$ cat src/rtl/cache_fill_arbiter.sv
// Miss-handling sequencer shared by the I-cache and the D-cache.
// It arbitrates write-through stores and line misses onto the single
// pipelined main memory, streams 8-word block fills into the requesting
// cache's data array, and writes the tag with the last word of the block.
module cache_fill_arbiter (
  input  logic        clk,
  input  logic        rst_n,
  input  logic        I_Miss,
  input  logic [15:0] I_Miss_Addr,
  input  logic        D_Miss,
  input  logic [15:0] D_Miss_Addr,
  input  logic        D_Wr_Req,
  input  logic [15:0] D_Wr_Addr,
  input  logic [15:0] D_Wr_Data,
  output logic        D_Wr_Ack,
  output logic        Mem_Enable,
  output logic        Mem_Wr,
  output logic [15:0] Mem_Addr,
  output logic [15:0] Mem_Data_Out,
  input  logic        Mem_Data_Valid,
  input  logic [15:0] Mem_Data_In,
  output logic [15:0] Fill_Data,
  output logic [2:0]  Fill_Word_Num,
  output logic        I_Write_Data_Array,
  output logic        I_Write_Tag_Array,
  output logic        D_Write_Data_Array,
  output logic        D_Write_Tag_Array,
  output logic        I_Stall,
  output logic        D_Stall,
  output logic        Busy
);

  typedef enum logic [1:0] {IDLE, FILL, WRITE} state_t;

  state_t      state, state_nxt;
  logic        grant_d;     // 1: current fill belongs to the D-cache
  logic [15:0] base;        // block base address of the current fill
  logic [15:0] wr_addr;
  logic [15:0] wr_data;
  logic [3:0]  issue_cnt;   // read requests issued in this fill
  logic [3:0]  recv_cnt;    // read words received in this fill
  logic        take_word;

  assign take_word = (state == FILL) && Mem_Data_Valid && !recv_cnt[3];

  // State register plus grant/address latches and fill counters.
  always_ff @(posedge clk or negedge rst_n) begin
    if (!rst_n) begin
      state     <= IDLE;
      grant_d   <= 1'b0;
      base      <= '0;
      wr_addr   <= '0;
      wr_data   <= '0;
      issue_cnt <= '0;
      recv_cnt  <= '0;
    end else begin
      state <= state_nxt;
      case (state)
        IDLE: begin
          issue_cnt <= '0;
          recv_cnt  <= '0;
          if (D_Wr_Req) begin
            wr_addr <= D_Wr_Addr;
            wr_data <= D_Wr_Data;
          end else if (D_Miss) begin
            grant_d <= 1'b1;
            base    <= D_Miss_Addr & 16'hFFF0;
          end else if (I_Miss) begin
            grant_d <= 1'b0;
            base    <= I_Miss_Addr & 16'hFFF0;
          end
        end
        FILL: begin
          if (!issue_cnt[3]) issue_cnt <= issue_cnt + 4'd1;
          if (take_word)     recv_cnt  <= recv_cnt + 4'd1;
        end
        default: ;
      endcase
    end
  end

  // Next-state selection and all memory/cache/stall outputs.
  always_comb begin
    state_nxt          = state;
    D_Wr_Ack           = 1'b0;
    Mem_Enable         = 1'b0;
    Mem_Wr             = 1'b0;
    Mem_Addr           = '0;
    Mem_Data_Out       = '0;
    Fill_Data          = Mem_Data_In;
    Fill_Word_Num      = '0;
    I_Write_Data_Array = 1'b0;
    I_Write_Tag_Array  = 1'b0;
    D_Write_Data_Array = 1'b0;
    D_Write_Tag_Array  = 1'b0;
    Busy               = (state != IDLE);
    I_Stall            = I_Miss | (!grant_d && state == FILL);
    D_Stall            = D_Miss | D_Wr_Req | (grant_d && state == FILL);
    case (state)
      IDLE: begin
        if (D_Wr_Req)             state_nxt = WRITE;
        else if (D_Miss || I_Miss) state_nxt = FILL;
      end
      WRITE: begin
        Mem_Enable   = 1'b1;
        Mem_Wr       = 1'b1;
        Mem_Addr     = wr_addr;
        Mem_Data_Out = wr_data;
        D_Wr_Ack     = 1'b1;
        state_nxt    = IDLE;
      end
      FILL: begin
        if (!issue_cnt[3]) begin
          Mem_Enable = 1'b1;
          Mem_Addr   = base + {12'd0, issue_cnt[2:0], 1'b0};
        end
        if (take_word) begin
          Fill_Word_Num = recv_cnt[2:0];
          if (grant_d) D_Write_Data_Array = 1'b1;
          else         I_Write_Data_Array = 1'b1;
          // Tag goes in with the last word so a partial line never looks valid.
          if (recv_cnt[2:0] == 3'd7) begin
            if (grant_d) D_Write_Tag_Array = 1'b1;
            else         I_Write_Tag_Array = 1'b1;
            state_nxt = IDLE;
          end
        end
      end
      default: state_nxt = IDLE;
    endcase
  end

endmodule

$ cat config.mk
export PLATFORM = sky130hd
export DESIGN_NAME = cache_fill_arbiter
export DESIGN_NICKNAME = d
export VERILOG_FILES = /design/src/rtl/cache_fill_arbiter.sv
export SDC_FILE = /design/constraint.sdc
export NUM_CORES = 1
export LEC_CHECK = 0
export ABC_AREA = 1
export BUFFER_PORTS_ARGS = -buffer_cell sky130_fd_sc_hd__buf_2
export CORE_ASPECT_RATIO = 0.8
export CORE_MARGIN = 3
export CORE_UTILIZATION = 42
export DETAILED_ROUTE_END_ITERATION = 16
export HOLD_SLACK_MARGIN = 0.03
export PLACE_DENSITY = 0.75
export SYNTH_ARGS = -nofsm -noshare
export SYNTH_HDL_FRONTEND = slang
export SYNTH_SLANG_ARGS = --single-unit
$ cat constraint.sdc
create_clock -name clk -period 1.33 [get_ports clk]
set_input_delay 0.1995 -clock clk [delete_from_list [all_inputs] [get_ports clk]]
set_output_delay 0.1995 -clock clk [all_outputs]
set_load 0.05 [all_outputs]
# Word level (Yosys, flattened, before mapping)

Index checks and enable logic that the tools add are counted.

$add $sub $neg: 3
Multiply operators: 0
Div/mod/pow operators: 0
Order comparisons: 0
Equal/unequal tests: 7
Shift-type cells: 0
Mux-type cells: 33
Bitwise logic cells: 4
Reductions and logical operators: 16

Operator list:

| cell                | count |
|---|---|
| $mux 16             | 4 |
| $pmux 16 s2         | 1 |
| $add 16x4->16       | 1 |
| $mux 1              | 16 |
| $pmux 4 s2          | 2 |
| $add 4x1->4 const B | 2 |
| $mux 2              | 4 |
| $mux 4              | 2 |
| $mux 3              | 2 |
| $reduce_and 2->1    | 3 |
| $reduce_and 3->1    | 2 |
| $reduce_bool 2->1   | 3 |
| $logic_and 1x1->1   | 4 |
| $ne 2x2->1 const B  | 2 |
| $pmux 2 s2          | 1 |
| $eq 3x3->1 const B  | 1 |
| $ne 3x3->1 const B  | 1 |
| $or 1x1->1          | 3 |
| $eq 2x1->1 const B  | 1 |
| $eq 2x2->1 const B  | 1 |
| $logic_not 1->1     | 2 |
| $logic_not 2->1     | 1 |
| $ne 2x1->1 const B  | 1 |
| $pmux 1 s2          | 1 |
| 2 further kinds     | 2 |

Flip-flop bits (word level): 59
Latch bits: 0
Memory bits (writable): 0
Bits in read-only memories: 0
Output and inout bits: 61
Logic and storage cells: 71
Memories: 0

# Longest topological paths before layout

Gate-level depths: netlist (run 1).

Depth in word-level cells: 5
Depth in mapped cells: 8

# Least setup slack after synthesis (run 1)

No wires, ideal clock.

Path type: reg2out
Start point: register state[0]
End point: output port Mem_Addr[1]
Arrival time: 2312 ps
Data required time: 1131 ps
Setup slack: -1181 ps
Cell stages (with the launch flop): 7
Buffers on the path: 2
Path through: dfrtp_1 > inv_1 > ha_1 > buf_2 > clkbuf_1 > nand2_1 > a21oi_1

Cells in the longest elaborated chain, start to end: 2
Elaborated cells between the ends (all ways): 3

RTL lines:

| element                                  | line | source |
|---|---|---|
| start: declaration                       | 35   | `state_t state, state_nxt;` |
| start signal: assignment                 | 57   | `state <= state_nxt;` |
| $eq 2x1->1 or $eq 2x2->1 (tied branches) | 99   | `case (state)` |
| $pmux 16 s2 *                            | 99   |  |
| end: declaration                         | 18   | `output logic [15:0] Mem_Addr,` |

Every way passes the cells marked *; elsewhere a longest branch is shown, timed or not.

# Final worst setup path (run 1)

Start point: register state[0]
End point: output port Mem_Addr[5]

Same word-level chain as after synthesis.

==> results of run 1 <==
==> final cells by class <==
class / instances / area [µm²]
Tap cell: 84 / 105
Clock buffer: 6 / 72.6
Sequential cell: 55 / 1380
Timing Repair Buffer: 161 / 1640
Multi-Input combinational cell: 278 / 2060
Fill cell: 348 / 1040
Inverter: 45 / 262
Clock inverter: 2 / 60.1
==> cells in the final DEF (no fill, tap or decap), types with 13 or more instances in the layout <==
cell type	count
a21oi_4	15
inv_1	20
buf_4	15
nand2_1	120
o21ai_2	13
buf_12	13
dfrtp_1	55
clkinvlp_4	18
buf_2	61
nand2_4	45
buf_6	53
nand2_2	44
==> repair_timing <==
| item | in CTS | in global routing |
|---|---|---|
| hold endpoints to repair | 55 | 0 |
| hold buffers | 1 | 0 |
| resized for setup | 146 | 125 |
| gates cloned | 5 | 4 |
| buffers inserted | 15 | 9 |
| setup endpoints to repair | 66 | 99 |
| pin swaps | 6 | 12 |
==> routing by layer <==
metal	global-route usage	up-vias	share of wire
met5	0	-	0
met2	0.425	129	0.52
met3	0.0369	27	0.048
li1	-	1491	-
met1	0.297	1568	0.40
met4	0.0573	0	0.027
==> through the flow <==
| step | hold WS (ns) | cells | total power, W |
|---|---|---|---|
| final | 0.0919 | 631 | 0.0137 |
| after global routing | 0.0940 | 631 | 0.0143 |
| after CTS | 0.0782 | 621 | 0.0120 |
| after detailed placement | 0.228 | 592 | 0.00905 |
| after global placement | 0.217 | 592 | 0.00893 |
| after floorplan | -0.0961 | 414 | 0.00778 |
==> sequential cells by signal, indices dropped and copies added, names as in the netlist <==
signal / count
wr_data: 16
grant_d: 1
wr_addr: 16
recv_cnt: 4
issue_cnt: 4
base: 12
state: 2
==> worst paths after layout <==
kind	from	to	cells after the start	slack [ns]
worst min register to register	wr_addr[13]	wr_addr[13]	2	0.52
worst max register to register	state[1]	state[1]	11	-0.45
max in group asynchronous	rst_n	base[5]	3	0.67
min in group asynchronous	rst_n	wr_addr[0]	3	0.41
worst max-delay path	state[0]	Mem_Addr[5]	6	-0.64
worst min-delay path	D_Wr_Data[10]	wr_data[10]	3	0.09
==> cell families after synthesis <==
| group | synth area share |
|---|---|
| DFF | 0.466 |
| adders and majority gates | 0.0254 |
| and+or+nand+nor | 0.304 |
| buffers and inverters | 0.136 |
| AOI/OAI and AO/OA | 0.0691 |
==> power by group through the flow <==
stage / Clock, W / Sequential (W) / Combinational (W)
4_1_cts: 0.00132 / 0.00301 / 0.00771
5_1_grt: 0.00139 / 0.00314 / 0.00982
6_report: 0.00130 / 0.00307 / 0.00934
3_5_place_dp: 0 / 0.00300 / 0.00605
3_3_place_gp: 0 / 0.00299 / 0.00594
2_1_floorplan: 0 / 0.00291 / 0.00487
==> worst max-delay path, stage by stage (launching register included) <==
cell        delay [ns]
dfrtp_1           0.46
inv_2             0.10
ha_4              0.28
clkinvlp_4        0.13
buf_12            0.19
a21oi_4           0.12
buf_6             0.17
==> flow_summary_export.csv, run 1 <==
group,metric,value,unit
logic_synthesis,synth.largest_area_cell,"dfrtp_1",
floorplan,coreArea,6600,µm²
clock_tree,cts_buffers,5,
floorplan,dieArea,8080,µm²
floorplan,initial_core_util,0.447,
pwr,p_clk_frac,0.095,
clock_tree,cts_sinks,55,
logic_synthesis,synthTopCellsByCount,"nand2_1 (211), dfrtp_1 (55), inv_1 (43)",
run_status,status,"complete, but fails checks",
sta,drv_slew,0,
logic_synthesis,ys_seq_area_frac,0.466,
global_routing,grt_use_total,0.235,
sta,setup_viol,100,
run_status,violations,"setup timing",
sta,rsz0062_at_grt,"true",
floorplan,die_w,99.7,µm
sta,fin_crit,1.97,ns
sta,finClkSkew,0.00289,ns
clock_tree,htreeDepth,2,
global_routing,overflow,0,
logic_synthesis,synth.top_cell.area_share,0.466,
routing,first_pass_iters,4,
pwr,power_frac_seq,0.224,
placed_design,portBuffers,106,
sta,timing.final.ws_setup,-0.639,ns
sta,hold_viol_final,0,
routing,via_per_inst,5.10,
global_routing,grt_max_degree,56,
logic_synthesis,ys_warn_count,0,
final_layout,fin_nets,638,
clock_tree,clk_latency,0.30,ns
logic_synthesis,avgSynthCellArea,7.13,µm²
sta,fin_setup_tns,-32.15,ns
placed_design,dp_hpwl,5730,µm
logic_synthesis,ys_ff_latch,55,
final_layout,diodes,0,
routing,wl,10900,µm
pwr,power.share.combinational,0.681,
routing,wl_per_cell,17.3,µm
global_routing,antenna_found_initial,0,
logic_synthesis,syn_nets,506,
clock_tree,clkTransAtPathRegs,0.10,ns
logic_synthesis,yosysMostFrequentCell,"nand2_1",
critical_path,worstPathArrival,1.77,ns
pwr,p_per_area,2460,nW/µm²
logic_synthesis,synth_edf_count,0,
sta,fmax,0.508,GHz
critical_path,critical_path_class,"reg2out",
routing,ant_nets,0,
floorplan,io_pins,147,
logic_synthesis,syn_inst,414,
global_routing,grt_pass1_wl,15300,µm
floorplan,num_rows,26,
placed_design,pre_cts_slack,-0.382,ns
logic_synthesis,yosys_most_used_dff,"dfrtp_1",
floorplan,die_h,81.0,µm
critical_path,critPathLaunchType,"flip-flop",
job,drv_cap,0,
pwr,power.static_leakage,2.81,nW
sta,fin_crit_sh,1.48,
routing,drt_iter0_drc,158,
critical_path,critPathMaxFanout,11,
critical_path,endpoint_kind,"output port",
logic_synthesis,synth-async-reset-ratio,1.00,
critical_path,worstPathRequired,1.13,ns
routing,dr_total_vias,3215,
clock_tree,clock_path_buffers,2,
clock_tree,cts_tree,"done",
pwr,swShare,0.479,
clock_tree,root_buffer,"clkbuf_8",
pwr,intPower,0.00714,W
final_layout,drive_gt1_frac,0.609,
logic_synthesis,synth_cell_type_count,19,
final_layout,final_cell_area,5570,µm²
final_layout,syn2layout_area_growth,88.6,%
hold_path,hp-class,"in2reg",
routing,drcViolationCount,0,
placed_design,postPlaceCellArea,4110,µm²
sta,worst_pin_slew,0.371,ns
sta,maxSlewHeadroom,0.752,
placed_design,gp_congestion,0.871,
logic_synthesis,synth_area_leaders,"dfrtp_1 (47%), nand2_1 (27%), inv_1 (5.5%)",
final_layout,utilization,0.843,
pwr,peakVddDrop,1.72,mV
pwr,p_sw,0.00657,W
global_routing,first_global_vias,3216,
logic_synthesis,syn_area,2950,µm²
No activity file was read; power rests on OpenSTA's default activity.
==> run 2: changes to the inputs <==
--- a/config.mk
+++ b/config.mk
@@ -11,6 +11,7 @@
 export CORE_MARGIN = 3
 export CORE_UTILIZATION = 42
 export DETAILED_ROUTE_END_ITERATION = 16
+export GPL_TIMING_DRIVEN = 0
 export HOLD_SLACK_MARGIN = 0.03
 export PLACE_DENSITY = 0.75
 export SYNTH_ARGS = -nofsm -noshare
==> flow_summary_export.csv, run 2 (synthesis gave the netlist of run 1 again) <==
group,metric,value,unit
floorplan,io_pins,147,
placed_design,portBuffers,121,
clock_tree,cts_buffers,5,
critical_path,path_buf_inv,5,
critical_path,slowest_delay,0.42,ns
final_layout,final_cell_mix,"nand2_1 (114), buf_2 (79), buf_6 (57)",
final_layout,final_cells,668,
critical_path,critical_path.most_common_cell,"buf_6",
global_routing,grt_pass1_wl,16400,µm
sta,hold_viol_final,0,
routing,wl_per_cell,18.7,µm
routing,first_pass_iters,4,
final_layout,largestRegisters,"wr_addr (16), wr_data (16), base (12)",
sta,rsz0062_at_grt,"true",
floorplan,coreArea,6600,µm²
routing,dr_total_vias,3446,
critical_path,rr_worst_depth,9,
clock_tree,clock_path_buffers,2,
floorplan,die_w,99.7,µm
sta,setup_viol,100,
job,drv_cap,0,
critical_path,critPathLaunchType,"flip-flop",
final_layout,diodes,0,
critical_path,endpoint_kind,"output port",
floorplan,dieArea,8080,µm²
final_layout,fin_nets,676,
placed_design,placedCellCount,619,
sta,fin_crit,2.17,ns
global_routing,overflow,0,
floorplan,num_rows,26,
sta,drv_slew,0,
global_routing,first_global_vias,3419,
placed_design,postPlaceCellArea,4230,µm²
global_routing,grt_use_total,0.260,
sta,timing.final.ws_setup,-0.841,ns
critical_path,critPathMaxFanout,5,
critical_path,cpLargestDelayFamily,"buffers and inverters",
sta,worst_pin_slew,1.27,ns
clock_tree,clk_latency,0.33,ns
placed_design,gp_congestion,0.829,
final_layout,mostFrequentLayoutCell,"nand2_1",
routing,ant_nets,0,
critical_path,crit_slowest_cell,"dfrtp_1",
hold_path,hold_depth,3,
final_layout,syn2layout_area_growth,96.9,%
critical_path,path_cells,"inv_2 > buf_6 > ha_4 > clkinvlp_4 > clkbuf_16 > a21oi_4 > buf_6",
routing,drt_iter0_drc,190,
sta,maxSlewHeadroom,0.151,
floorplan,initial_core_util,0.447,
sta,fin_crit_sh,1.63,
hold_path,hp-class,"in2reg",
critical_path,worstPathRequired,1.13,ns
routing,via_per_inst,5.16,
pwr,power.static_leakage,3.01,nW
run_status,violations,"setup timing",
final_layout,final_cell_area,5810,µm²
critical_path,crit_cells,7,
sta,fmax,0.461,GHz
pwr,p_per_area,2440,nW/µm²
placed_design,dp_hpwl,6080,µm
routing,drcViolationCount,0,
clock_tree,clkTransAtPathRegs,0.11,ns
critical_path,worstPathArrival,1.97,ns
clock_tree,htreeDepth,2,
critical_path,critical_path_class,"reg2out",
clock_tree,holdBufCountCts,0,
floorplan,die_h,81.0,µm
routing,wl,12500,µm
clock_tree,cts_tree,"done",
final_layout,drive_gt1_frac,0.651,
clock_tree,root_buffer,"clkbuf_8",
run_status,status,"complete, but fails checks",
pwr,peakVddDrop,1.39,mV
sta,finClkSkew,0.0153,ns
global_routing,antenna_found_initial,0,
global_routing,grt_max_degree,56,
clock_tree,cts_sinks,55,
[run 2: worst paths after layout]
kind,startpoint,to,slack (ns)
setup / recovery,state[1],Mem_Addr[8],-0.84
hold / removal,D_Wr_Data[11],wr_data[11],0.08
setup reg to reg,state[1],base[11],-0.32
hold reg to reg,wr_addr[11],wr_addr[11],0.48
max in group asynchronous,rst_n,grant_d,0.33
min in group asynchronous,rst_n,wr_addr[10],0.15
[run 2: repair_timing]
action | CTS | global route
pin swaps | 15 | 28
setup buffers | 28 | 8
setup endpoints to repair | 97 | 100
resized for setup | 218 | 119
hold endpoints to repair | 0 | 0
gates cloned | 10 | 1
[run 2: layout make-up]
cell class | count | area [µm²]
multi-input cells | 278 | 2110
repair buffers | 163 | 1440
flip-flops and latches | 55 | 1380
fillers | 273 | 791
plain buffers | 36 | 422
inverters | 45 | 262
well taps | 84 | 105
clock buffers | 5 | 68.8
clock inverters | 2 | 37.5
[run 2: routing by layer]
layer	track usage	wire length, µm	vias up
met4	0.0887	383	0
met5	0	0	-
met2	0.454	6540	167
met3	0.0524	805	40
li1	-	-	1570
met1	0.322	4770	1669
[run 2: report_power, final]
group          leakage (nW)  internal [W]  switching (W)
registers             0.692       0.00240       0.000769
clock network        0.0502      0.000552       0.000593
logic                  2.27       0.00417        0.00569
total                  3.01       0.00712        0.00705
[run 2: per-stage QoR]
stage | setup TNS, ns | hold slack (ns) | total power, W | utilization | setup slack [ns]
4_1_cts | -29.74 | 0.0673 | 0.0126 | 0.812 | -0.703
6_report | -42.01 | 0.0792 | 0.0142 | 0.880 | -0.841
3_5_place_dp | -23.87 | 0.396 | 0.00894 | 0.641 | -0.624
3_3_place_gp | -21.71 | 0.394 | 0.00879 | 0.641 | -0.602
2_1_floorplan | -10.86 | -0.0961 | 0.00778 | - | -0.431
5_1_grt | -44.30 | 0.0705 | 0.0148 | 0.880 | -0.831
[run 2: worst reg2reg max path, stage by stage (launching register included)]
cell and delay (ns):
dfrtp_1 0.44, inv_2 0.13, buf_6 0.13, ha_4 0.17
inv_8 0.04, nor3_4 0.18, buf_6 0.18, buf_8 0.14
nand2_2 0.05, o21ai_1 0.11
